File: config.mk
export PLATFORM = sky130hd
export DESIGN_NAME = falafel_freelist_walker
export DESIGN_NICKNAME = d
export VERILOG_FILES = /design/src/rtl/falafel_pkg.sv /design/src/rtl/falafel_block_parser.sv /design/src/rtl/falafel_freelist_walker.sv
export SDC_FILE = /design/constraint.sdc
export NUM_CORES = 1
export LEC_CHECK = 0
export ABC_CLOCK_PERIOD_IN_PS = 4700
export CAP_MARGIN = 10
export CORE_ASPECT_RATIO = 0.8
export CORE_MARGIN = 2
export CORE_UTILIZATION = 40
export CTS_BUF_LIST = sky130_fd_sc_hd__clkbuf_8
export DETAILED_ROUTE_END_ITERATION = 10
export PLACE_DENSITY = 0.67
export SETUP_SLACK_MARGIN = 0.2
export SYNTH_ARGS = -nofsm -noshare
export SYNTH_HDL_FRONTEND = slang
export SYNTH_SLANG_ARGS = --single-unit
File: constraint.sdc
create_clock -name clk_i -period 4.7 [get_ports clk_i]
set_input_delay 0.94 -clock clk_i [delete_from_list [all_inputs] [get_ports clk_i]]
set_output_delay 0.94 -clock clk_i [all_outputs]
set_load 0.005 [all_outputs]
File: src/rtl/falafel_pkg.sv
`default_nettype none
// ============================================================================
// Module      : falafel_pkg
// Description : Shared allocator types. Heap words, the free-block header
//               layout, the null pointer, plus the free-list walker state
//               encoding and its result bundle.
// Revision    : 1.0 - initial release
// ============================================================================
package falafel_pkg;

    typedef logic [31:0] word_t;

    // Header stored at the start of every free block.
    typedef struct packed {
        word_t size;
        word_t next_ptr;
    } free_block_t;

    localparam word_t NULL_PTR = '0;

    // Width of the hop field inside the result bundle. Sized for the default
    // walker hop limit; the walker resizes to its own counter width.
    localparam int WALK_HOPS_W = 11;

    typedef enum logic [1:0] {
        IDLE  = 2'd0,
        ISSUE = 2'd1,
        WAIT  = 2'd2,
        RESP  = 2'd3
    } walker_state_e;

    typedef struct packed {
        logic                   found;
        word_t                  block_ptr;
        word_t                  prev_ptr;
        free_block_t            block;
        logic [WALK_HOPS_W-1:0] hops;
        logic                   abort;
    } walk_rsp_t;

endpackage : falafel_pkg
`default_nettype wire

File: src/rtl/falafel_block_parser.sv
`default_nettype none
// ============================================================================
// Module      : falafel_block_parser
// Description : Purely combinational evaluation of one free-block header
//               against a requested allocation size.
// Ports       : i_block          - block header {size, next_ptr}
//               i_req_size       - requested size in bytes
//               o_is_big_enough  - block size >= request (unsigned)
//               o_is_null        - block is the last one in the list
//               o_next_block_ptr - pointer to the following block
// Revision    : 1.0 - initial release
// ============================================================================
module falafel_block_parser
    import falafel_pkg::*;
(
    input  free_block_t i_block,
    input  word_t       i_req_size,
    output logic        o_is_big_enough,
    output logic        o_is_null,
    output word_t       o_next_block_ptr
);

    // Full-width unsigned compare; an exact size match is a fit.
    assign o_is_big_enough  = (i_block.size >= i_req_size);
    assign o_is_null        = (i_block.next_ptr == NULL_PTR);
    assign o_next_block_ptr = i_block.next_ptr;

endmodule : falafel_block_parser
`default_nettype wire

File: src/rtl/falafel_freelist_walker.sv
`default_nettype none
// ============================================================================
// Module      : falafel_freelist_walker
// Description : First-fit search over the singly linked free list. Reads one
//               block header at a time from heap memory and stops at the
//               first block large enough for the request or at list end.
//               Returns the found block and its predecessor for unlinking.
// Config      : FALAFEL_WALK_LIMIT_EN - when defined, a search that has
//               visited MAX_HOPS blocks without terminating is aborted
//               (rsp_abort_o = 1). Undefined: no limit, rsp_abort_o is 0.
// Ports       : clk_i, rst_ni            - clock, async active-low reset
//               req_*                    - search request (size, head ptr)
//               mem_req_* / mem_rsp_*    - heap header read port
//               rsp_*                    - search result to the consumer
// Revision    : 1.0 - initial release
// ============================================================================
module falafel_freelist_walker
    import falafel_pkg::*;
#(
    parameter int MAX_HOPS  = 1024,
    parameter int HOP_CNT_W = $clog2(MAX_HOPS + 1)
) (
    input  logic                 clk_i,
    input  logic                 rst_ni,

    input  logic                 req_valid_i,
    output logic                 req_ready_o,
    input  word_t                req_size_i,
    input  word_t                req_head_ptr_i,

    output logic                 mem_req_valid_o,
    input  logic                 mem_req_ready_i,
    output word_t                mem_req_addr_o,
    input  logic                 mem_rsp_valid_i,
    input  free_block_t          mem_rsp_block_i,

    output logic                 rsp_valid_o,
    input  logic                 rsp_ready_i,
    output logic                 rsp_found_o,
    output word_t                rsp_block_ptr_o,
    output word_t                rsp_prev_ptr_o,
    output free_block_t          rsp_block_o,
    output logic [HOP_CNT_W-1:0] rsp_hops_o,
    output logic                 rsp_abort_o
);

    walker_state_e          r_state;
    word_t                  r_size;
    word_t                  r_cur;
    word_t                  r_prev;
    logic [HOP_CNT_W-1:0]   r_hops;
    logic                   r_req_ready;
    logic                   r_mem_req_valid;
    logic                   r_rsp_valid;
    walk_rsp_t              r_rsp;

    logic                   w_fit;
    logic                   w_null;
    word_t                  w_next;
    logic [HOP_CNT_W-1:0]   w_hops_inc;
    logic                   w_limit;

    // The header is evaluated in the same cycle it is captured, so a hop
    // costs only the ISSUE and WAIT cycles.
    falafel_block_parser u_parser (
        .i_block          (mem_rsp_block_i),
        .i_req_size       (r_size),
        .o_is_big_enough  (w_fit),
        .o_is_null        (w_null),
        .o_next_block_ptr (w_next)
    );

    // Hop count including the header arriving now; sticks at all-ones.
    assign w_hops_inc = (r_hops == {HOP_CNT_W{1'b1}}) ? r_hops
                                                       : r_hops + HOP_CNT_W'(1);

`ifdef FALAFEL_WALK_LIMIT_EN
    localparam logic [HOP_CNT_W-1:0] c_max_hops = HOP_CNT_W'(MAX_HOPS);
    assign w_limit = (w_hops_inc >= c_max_hops);
`else
    assign w_limit = 1'b0;
`endif

    always_ff @(posedge clk_i or negedge rst_ni) begin
        if (!rst_ni) begin
            r_state         <= IDLE;
            r_size          <= '0;
            r_cur           <= NULL_PTR;
            r_prev          <= NULL_PTR;
            r_hops          <= '0;
            r_req_ready     <= 1'b1;
            r_mem_req_valid <= 1'b0;
            r_rsp_valid     <= 1'b0;
            r_rsp           <= '0;
        end else begin
            case (r_state)
                IDLE: begin
                    if (req_valid_i) begin
                        r_size      <= req_size_i;
                        r_cur       <= req_head_ptr_i;
                        r_prev      <= NULL_PTR;
                        r_hops      <= '0;
                        r_req_ready <= 1'b0;
                        if (req_head_ptr_i == NULL_PTR) begin
                            // Empty list: answer without touching memory.
                            r_state     <= RESP;
                            r_rsp_valid <= 1'b1;
                            r_rsp       <= '{found:     1'b0,
                                             block_ptr: NULL_PTR,
                                             prev_ptr:  NULL_PTR,
                                             block:     '0,
                                             hops:      '0,
                                             abort:     1'b0};
                        end else begin
                            r_state         <= ISSUE;
                            r_mem_req_valid <= 1'b1;
                        end
                    end
                end

                ISSUE: begin
                    // Address is r_cur, which only changes in WAIT, so it is
                    // stable for the whole stall.
                    if (mem_req_ready_i) begin
                        r_mem_req_valid <= 1'b0;
                        r_state         <= WAIT;
                    end
                end

                WAIT: begin
                    if (mem_rsp_valid_i) begin
                        r_hops <= w_hops_inc;
                        if (w_fit) begin
                            r_state     <= RESP;
                            r_rsp_valid <= 1'b1;
                            r_rsp       <= '{found:     1'b1,
                                             block_ptr: r_cur,
                                             prev_ptr:  r_prev,
                                             block:     mem_rsp_block_i,
                                             hops:      WALK_HOPS_W'(w_hops_inc),
                                             abort:     1'b0};
                        end else if (w_null || w_limit) begin
                            // List exhausted, or hop budget spent: not found.
                            r_state     <= RESP;
                            r_rsp_valid <= 1'b1;
                            r_rsp       <= '{found:     1'b0,
                                             block_ptr: NULL_PTR,
                                             prev_ptr:  NULL_PTR,
                                             block:     '0,
                                             hops:      WALK_HOPS_W'(w_hops_inc),
                                             abort:     !w_null};
                        end else begin
                            r_prev          <= r_cur;
                            r_cur           <= w_next;
                            r_state         <= ISSUE;
                            r_mem_req_valid <= 1'b1;
                        end
                    end
                end

                RESP: begin
                    if (rsp_ready_i) begin
                        r_rsp_valid <= 1'b0;
                        r_req_ready <= 1'b1;
                        r_state     <= IDLE;
                    end
                end

                default: begin
                    r_state <= IDLE;
                end
            endcase
        end
    end

    assign req_ready_o     = r_req_ready;
    assign mem_req_valid_o = r_mem_req_valid;
    assign mem_req_addr_o  = r_cur;
    assign rsp_valid_o     = r_rsp_valid;
    assign rsp_found_o     = r_rsp.found;
    assign rsp_block_ptr_o = r_rsp.block_ptr;
    assign rsp_prev_ptr_o  = r_rsp.prev_ptr;
    assign rsp_block_o     = r_rsp.block;
    assign rsp_hops_o      = HOP_CNT_W'(r_rsp.hops);
    assign rsp_abort_o     = r_rsp.abort;

endmodule : falafel_freelist_walker
`default_nettype wire
==> results_dict.tcl, run 1 <==
set metrics [dict create \
    clock_skew_ps 30.0 \
    p_int_mw 6.70 \
    pwr-share-clk_pct 18.1 \
    ctsHtreeMaxLevel 2 \
    slew_headroom_pct 22.3 \
    powerDensity_mw_per_mm2 652 \
    tightest_slew_ps 1160 \
    yosysTopAreaCell "dfrtp_1" \
    synth_cell_types 44 \
    cts_resized 0 \
    max_clock_freq_mhz 262 \
    drc 0 \
    rows 57 \
    ctsHoldBuffers 0 \
    setup_viol 0 \
    synth_nets 1337 \
    cts_setup_buffers 0 \
    syn_area_mm2 0.0123 \
    fin_nets 1645 \
    area_growth_pct 35.7 \
    avgSynthCellArea_um2 10.5 \
    routed_wl_um 36600 \
    p_sw_mw 4.14 \
    seqPwrFrac_pct 33.8 \
    ys_ff_latch 253 \
    crit_fanout 57 \
    final_common_cell "clkdlybuf4s50_1" \
    crit-reg2reg-launch "r_size[0]$_DFFE_PN0P_" \
    clock_latency_ps 570 \
    drv_slew 0 \
    crit_cells 11 \
    grt_pass1_vias 9878 \
    cp_cell_sequence "clkdlybuf4s50_1, inv_1, ha_1, nand2b_1, a31oi_1, o311a_1, o41ai_2, a211oi_4, a211oi_4, buf_12, mux2_2" \
    finalHoldViolCount 0 \
    r2r.worst_path.cells 9 \
    timing.final.crit_share_pct 81.3 \
    die-area_mm2 0.0321 \
    routed-via-count 9685 \
    crit_path_start "mem_rsp_block_i[32]" \
    critPathTopFamily "compound AO/OA/AOI/OAI gates" \
    p_total_mw 10.8 \
    hold_class "primary input to async pin" \
    synthArstFlopShare_pct 100 \
    grt_max_degree 103 \
    dp_hpwl_um 26100 \
    ios 310 \
    rsz0062_at_grt "no" \
    post-route-min-period_ps 3820 \
    clock_path_buffers 3 \
    cts_buffers 44 \
    wl_per_cell_um 19.0 \
    grt_usage_pct 23.0 \
    r2r_end "rsp_hops_o[4]$_DFFE_PN0P_" \
    cts_tree "built" \
    cp-start-kind "primary input" \
    synth_cells 1165 \
    die_y_um 161 \
    cp-end-kind "register" \
    status "finished clean" \
    crit_top_cell "a211oi_4" \
    yosys_warnings 0 \
    n_antenna_cell 0 \
    initial_utilization_pct 40.5 \
    worst-setup-path-type "primary input to register" \
    peakVddDrop_mv 0.371 \
    grt_pass1_wl_um 56900 \
    grt_antenna_before_repair 1 \
    cpPeakStageDelay_ps 590 \
    yosys_most_used_dff "dfrtp_1" \
    crit_end "rsp_hops_o[4]$_DFFE_PN0P_" \
    clk_pin_slew_ps 60 \
    cts-root-buf "clkbuf_8" \
    switching_share_pct 38.2 \
    firstDrtPassIters 5 \
    drive_gt1_share_pct 8.89 \
    yosysSeqAreaShare_pct 51.7 \
    first_iter_violations 734 \
    ff2ff_setup_slack_ps 1400 \
    antenna_left 0 \
    vias_per_cell 5.04 \
    gr-total-overflow 0 \
    synth_edf_count 0 \
    cp_slowest_cell "o41ai_2" \
    power.leakage_nw 7.17 \
    arrival_ps 4260 \
    die_w_um 200 \
    gp_congestion 0.851 \
    worstPathRequired_ps 5140 \
    final_cell_mix "clkdlybuf4s50_1 (308), dfrtp_1 (252), inv_1 (190)" \
    drv_cap 0 \
    fp.coreArea_mm2 0.0302 \
    tns_ps 0 \
    synth_top_area_share_pct 51.5 \
    port_buffers 309 \
    comb_power_share_pct 48.1 \
    cts_sinks 253 \
    fill_cells 2700 \
    synth.area.top_cells "dfrtp_1 (51%), mux2i_1 (13%), inv_1 (5.3%)" \
    crit_buf_inv 3 \
]
cell usage after synthesis, types with 8 or more instances:
library cell and count:
nand4_1 11, a22o_1 35, o21ai_0 21, mux2_2 40
buf_8 9, mux2i_1 164, or3_1 33, clkbuf_1 41
inv_1 172, nand3_1 8, dfrtp_1 252, nand2_1 152
o22ai_1 34, nor2_1 21, ha_1 38, nor4_1 17
a21oi_1 57
power by group through the flow:
stage	Clock, mW	Combinational (mW)	Sequential (mW)
2_1_floorplan	0	3.07	3.55
3_3_place_gp	0	5.13	3.65
3_5_place_dp	0	5.24	3.67
4_1_cts	2.03	5.25	3.65
5_1_grt	2.14	5.68	3.76
6_report	1.97	5.21	3.66
stage by stage:
stage	std cells	worst slack, ps	hold slack, ps	utilization, %	cell area [µm²]
5_1_grt	1920	762	483	55.0	16600
2_1_floorplan	1165	1400	466	-	12300
3_5_place_dp	1840	297	484	52.1	15800
6_report	1920	880	439	55.0	16600
4_1_cts	1920	906	454	55.0	16600
3_3_place_gp	1840	371	482	52.1	15800
how the worst min path moves through the flow:
stage / endpoint / slack (ps) / depth (start not counted) / startpoint
after CTS: mem_req_addr_o[31]$_DFFE_PN0P_ / 450 / 1 / rst_ni
after global routing: rsp_block_o[8]$_DFFE_PN0P_ / 480 / 1 / rst_ni
after detailed placement: r_prev[28]$_DFFE_PN0P_ / 480 / 1 / r_prev[28]$_DFFE_PN0P_
after global placement: r_prev[23]$_DFFE_PN0P_ / 480 / 1 / r_prev[23]$_DFFE_PN0P_
after floorplan: r_prev[0]$_DFFE_PN0P_ / 470 / 1 / r_prev[0]$_DFFE_PN0P_
final: rsp_block_o[13]$_DFFE_PN0P_ / 440 / 1 / rst_ni
state kept, by name, indices dropped and copies added (netlist names):
| register | flops |
|---|---|
| mem_req_valid_o | 1 |
| rsp_found_o | 1 |
| r_state | 2 |
| rsp_valid_o | 1 |
| mem_req_addr_o | 32 |
| r_prev | 32 |
| r_hops | 11 |
| rsp_block_o | 64 |
| req_ready_o | 1 |
| rsp_block_ptr_o | 32 |
| rsp_hops_o | 11 |
| rsp_abort_o | 1 |
| r_size | 32 |
| rsp_prev_ptr_o | 32 |
final cells by class:
cell class | instances | area, µm² | share of cell area (%)
clock inverter | 25 | 111 | 0.669
multi-input combinational | 673 | 4940 | 29.7
inverter | 172 | 646 | 3.88
tap | 413 | 517 | 3.11
timing repair buffer | 329 | 3340 | 20.1
sequential | 253 | 6330 | 38.1
clock buffer | 55 | 757 | 4.55
worst register-to-register path, stage by stage (launching register included):
cell      delay, ps
dfrtp_1         380
ha_1            270
nand2b_1        110
a31oi_1         110
o311a_1         390
o41ai_2         590
a211oi_4        190
a211oi_4        330
buf_12          350
mux2_2          480
layer usage:
| layer | routed length (µm) | up-vias | global-route usage, % |
|---|---|---|---|
| met5 | 0 | - | 0 |
| met4 | 945 | 0 | 7.07 |
| met3 | 3330 | 58 | 7.64 |
| met2 | 15300 | 348 | 32.7 |
| met1 | 17000 | 4733 | 33.0 |
| li1 | - | 4546 | - |
cells by family (layout without fill, tap and decap cells):
kind of cell	Yosys count	in the layout	synth area share, %
mux	205	205	17.2
buf+inv	239	581	8.50
flops	253	253	51.7
compound gates	167	167	8.80
fa+ha+maj	38	38	3.88
simple gates	255	255	9.41
xor+xnor	8	8	0.572
(Power assumes the default switching activity.)
==> run 2: changes to the inputs <==
--- a/config.mk
+++ b/config.mk
@@ -5,7 +5,7 @@
 export SDC_FILE = /design/constraint.sdc
 export NUM_CORES = 1
 export LEC_CHECK = 0
-export ABC_CLOCK_PERIOD_IN_PS = 4700
+export ABC_CLOCK_PERIOD_IN_PS = 3650
 export CAP_MARGIN = 10
 export CORE_ASPECT_RATIO = 0.8
 export CORE_MARGIN = 2
==> constraint.sdc (replaced) <==
create_clock -name clk_i -period 3.65 [get_ports clk_i]
set_input_delay 0.73 -clock clk_i [delete_from_list [all_inputs] [get_ports clk_i]]
set_output_delay 0.73 -clock clk_i [all_outputs]
set_load 0.005 [all_outputs]
==> run 2 against run 1 <==
Against the previous run: total power rose by 35%; largest power group unchanged; count of clock-buffer cells in the layout rose by 5; sequential share of layout area is 1.0 points lower; final area grew 2.8%; critical path depth up 2; register-to-register slack worse by 840 ps; first-iteration DRC count down 22%; global-route usage rose by 0.46 points.
==> results_dict.tcl, run 2 (synthesis gave the netlist of run 1 again) <==
set metrics [dict create \
    drive_gt1_share_pct 11.5 \
    p_sw_mw 5.47 \
    arrival_ps 3740 \
    cp_cell_sequence "clkdlybuf4s50_1, inv_1, ha_1, nand2b_1, a31oi_1, o311a_1, o41ai_2, buf_4, a211oi_4, a211oi_4, buf_4, buf_12, mux2i_1" \
    rsz0062_at_grt "no" \
    tightest_slew_ps 1250 \
    ff2ff_setup_slack_ps 560 \
    cts_setup_buffers 0 \
    initial_utilization_pct 40.5 \
    fp.coreArea_mm2 0.0302 \
    grt_usage_pct 23.4 \
    critPathTopFamily "buffers and inverters" \
    final_cell_mix "clkdlybuf4s50_1 (308), dfrtp_1 (252), inv_1 (183)" \
    clock_path_buffers 3 \
    cts_sinks 253 \
    die_w_um 200 \
    drc 0 \
    seqPwrFrac_pct 32.3 \
    clock_latency_ps 570 \
    status "finished clean" \
    routed_wl_um 37700 \
    holdWs_ps 198 \
    dp_hpwl_um 27400 \
    peakVddDrop_mv 0.367 \
    cts_tree "built" \
    pwr-share-clk_pct 19.2 \
    p_total_mw 14.6 \
    gp_congestion 0.866 \
    firstDrtPassIters 5 \
    ctsHtreeMaxLevel 2 \
    ctsHoldBuffers 0 \
    final_core_util_pct 56.5 \
    routed-via-count 9919 \
    cp-end-kind "register" \
    drv_cap 0 \
    ios 310 \
    rows 57 \
    post-route-min-period_ps 3260 \
    finalHoldViolCount 0 \
    worst-setup-path-type "primary input to register" \
    die-area_mm2 0.0321 \
    comb_power_share_pct 48.5 \
    cts_buffers 44 \
    n_antenna_cell 0 \
    tns_ps 0 \
    port_buffers 309 \
    final_common_cell "clkdlybuf4s50_1" \
    wl_per_cell_um 19.3 \
    worstPathRequired_ps 4130 \
    crit_buf_inv 5 \
    clock_skew_ps 23.9 \
    switching_share_pct 37.4 \
    drv_slew 0 \
    timing.final.crit_share_pct 89.2 \
    cp_slowest_cell "clkdlybuf4s50_1" \
    powerDensity_mw_per_mm2 856 \
    max_clock_freq_mhz 307 \
    gr-total-overflow 0 \
    slew_headroom_pct 16.9 \
    power.leakage_nw 7.40 \
    crit_fanout 22 \
    antenna_left 0 \
    grt_pass1_wl_um 57900 \
    cts-root-buf "clkbuf_8" \
    grt_antenna_before_repair 1 \
    grt_pass1_vias 9950 \
    final_area_mm2 0.0171 \
    fill_cells 2649 \
    fin_nets 1682 \
    vias_per_cell 5.07 \
    first_iter_violations 570 \
    setup_viol 0 \
    cpPeakStageDelay_ps 530 \
    clk_pin_slew_ps 60 \
    hold_class "primary input to async pin" \
    p_int_mw 9.17 \
    area_growth_pct 39.5 \
    post_dp_cell_area_mm2 0.0161 \
    grt_max_degree 104 \
    cp-start-kind "primary input" \
    cts_resized 0 \
    die_y_um 161 \
    largest_register_ffs 64 \
]
-- run 2: area by class of cell --
class,count,area (µm²),area share [%]
clock buffer,60,826,4.83
sequential,253,6330,37.0
multi-input combinational,673,4940,28.9
clock inverter,19,136,0.798
tap,413,517,3.02
inverter,172,646,3.78
timing repair buffer,366,3700,21.7
-- run 2: metrics by stage --
| stage | worst slack, ps | std cells |
|---|---|---|
| after floorplan | 555 | 1165 |
| after global placement | -154 | 1877 |
| after detailed placement | -223 | 1877 |
| after CTS | 377 | 1956 |
| after global routing | 219 | 1956 |
| final | 393 | 1956 |
-- run 2: routing by layer --
layer | vias to the layer above | routed length [µm] | global-route usage (%)
li1 | 4630 | - | -
met1 | 4869 | 17300 | 33.8
met2 | 360 | 16100 | 33.6
met3 | 60 | 3450 | 7.69
met4 | 0 | 838 | 6.60
met5 | - | 0 | 0
-- run 2: final timing paths --
| path | startpoint | endpoint | cells after the start |
|---|---|---|---|
| worst max-delay path | mem_rsp_block_i[32] | rsp_block_ptr_o[25]$_DFFE_PN0P_ | 13 |
| min in group clk_i | mem_req_valid_o$_DFFE_PN0P_ | mem_req_valid_o$_DFFE_PN0P_ | 1 |
| worst min-delay path | rst_ni | rsp_block_o[12]$_DFFE_PN0P_ | 1 |
| max in group asynchronous | rst_ni | r_prev[16]$_DFFE_PN0P_ | 2 |
| worst max register to register | r_state[0]$_DFFE_PN0P_ | mem_req_addr_o[11]$_DFFE_PN0P_ | 8 |
| worst min register to register | mem_req_valid_o$_DFFE_PN0P_ | mem_req_valid_o$_DFFE_PN0P_ | 1 |
-- run 2: power groups by stage --
| stage | Combinational (mW) | Sequential [mW] | Clock [mW] |
|---|---|---|---|
| 2_1_floorplan | 3.95 | 4.57 | 0 |
| 3_3_place_gp | 6.97 | 4.72 | 0 |
| 3_5_place_dp | 7.09 | 4.74 | 0 |
| 4_1_cts | 7.12 | 4.72 | 2.87 |
| 5_1_grt | 7.69 | 4.85 | 3.00 |
| 6_report | 7.10 | 4.73 | 2.81 |
-- run 2: worst register-to-register path: cells and delay by family (launching register included) --
kind / cells / cell delay, ps
simple gates: 3 / 1530
fa+ha+maj: 1 / 300
compound gates: 2 / 350
flops: 1 / 370
buf+inv: 2 / 460
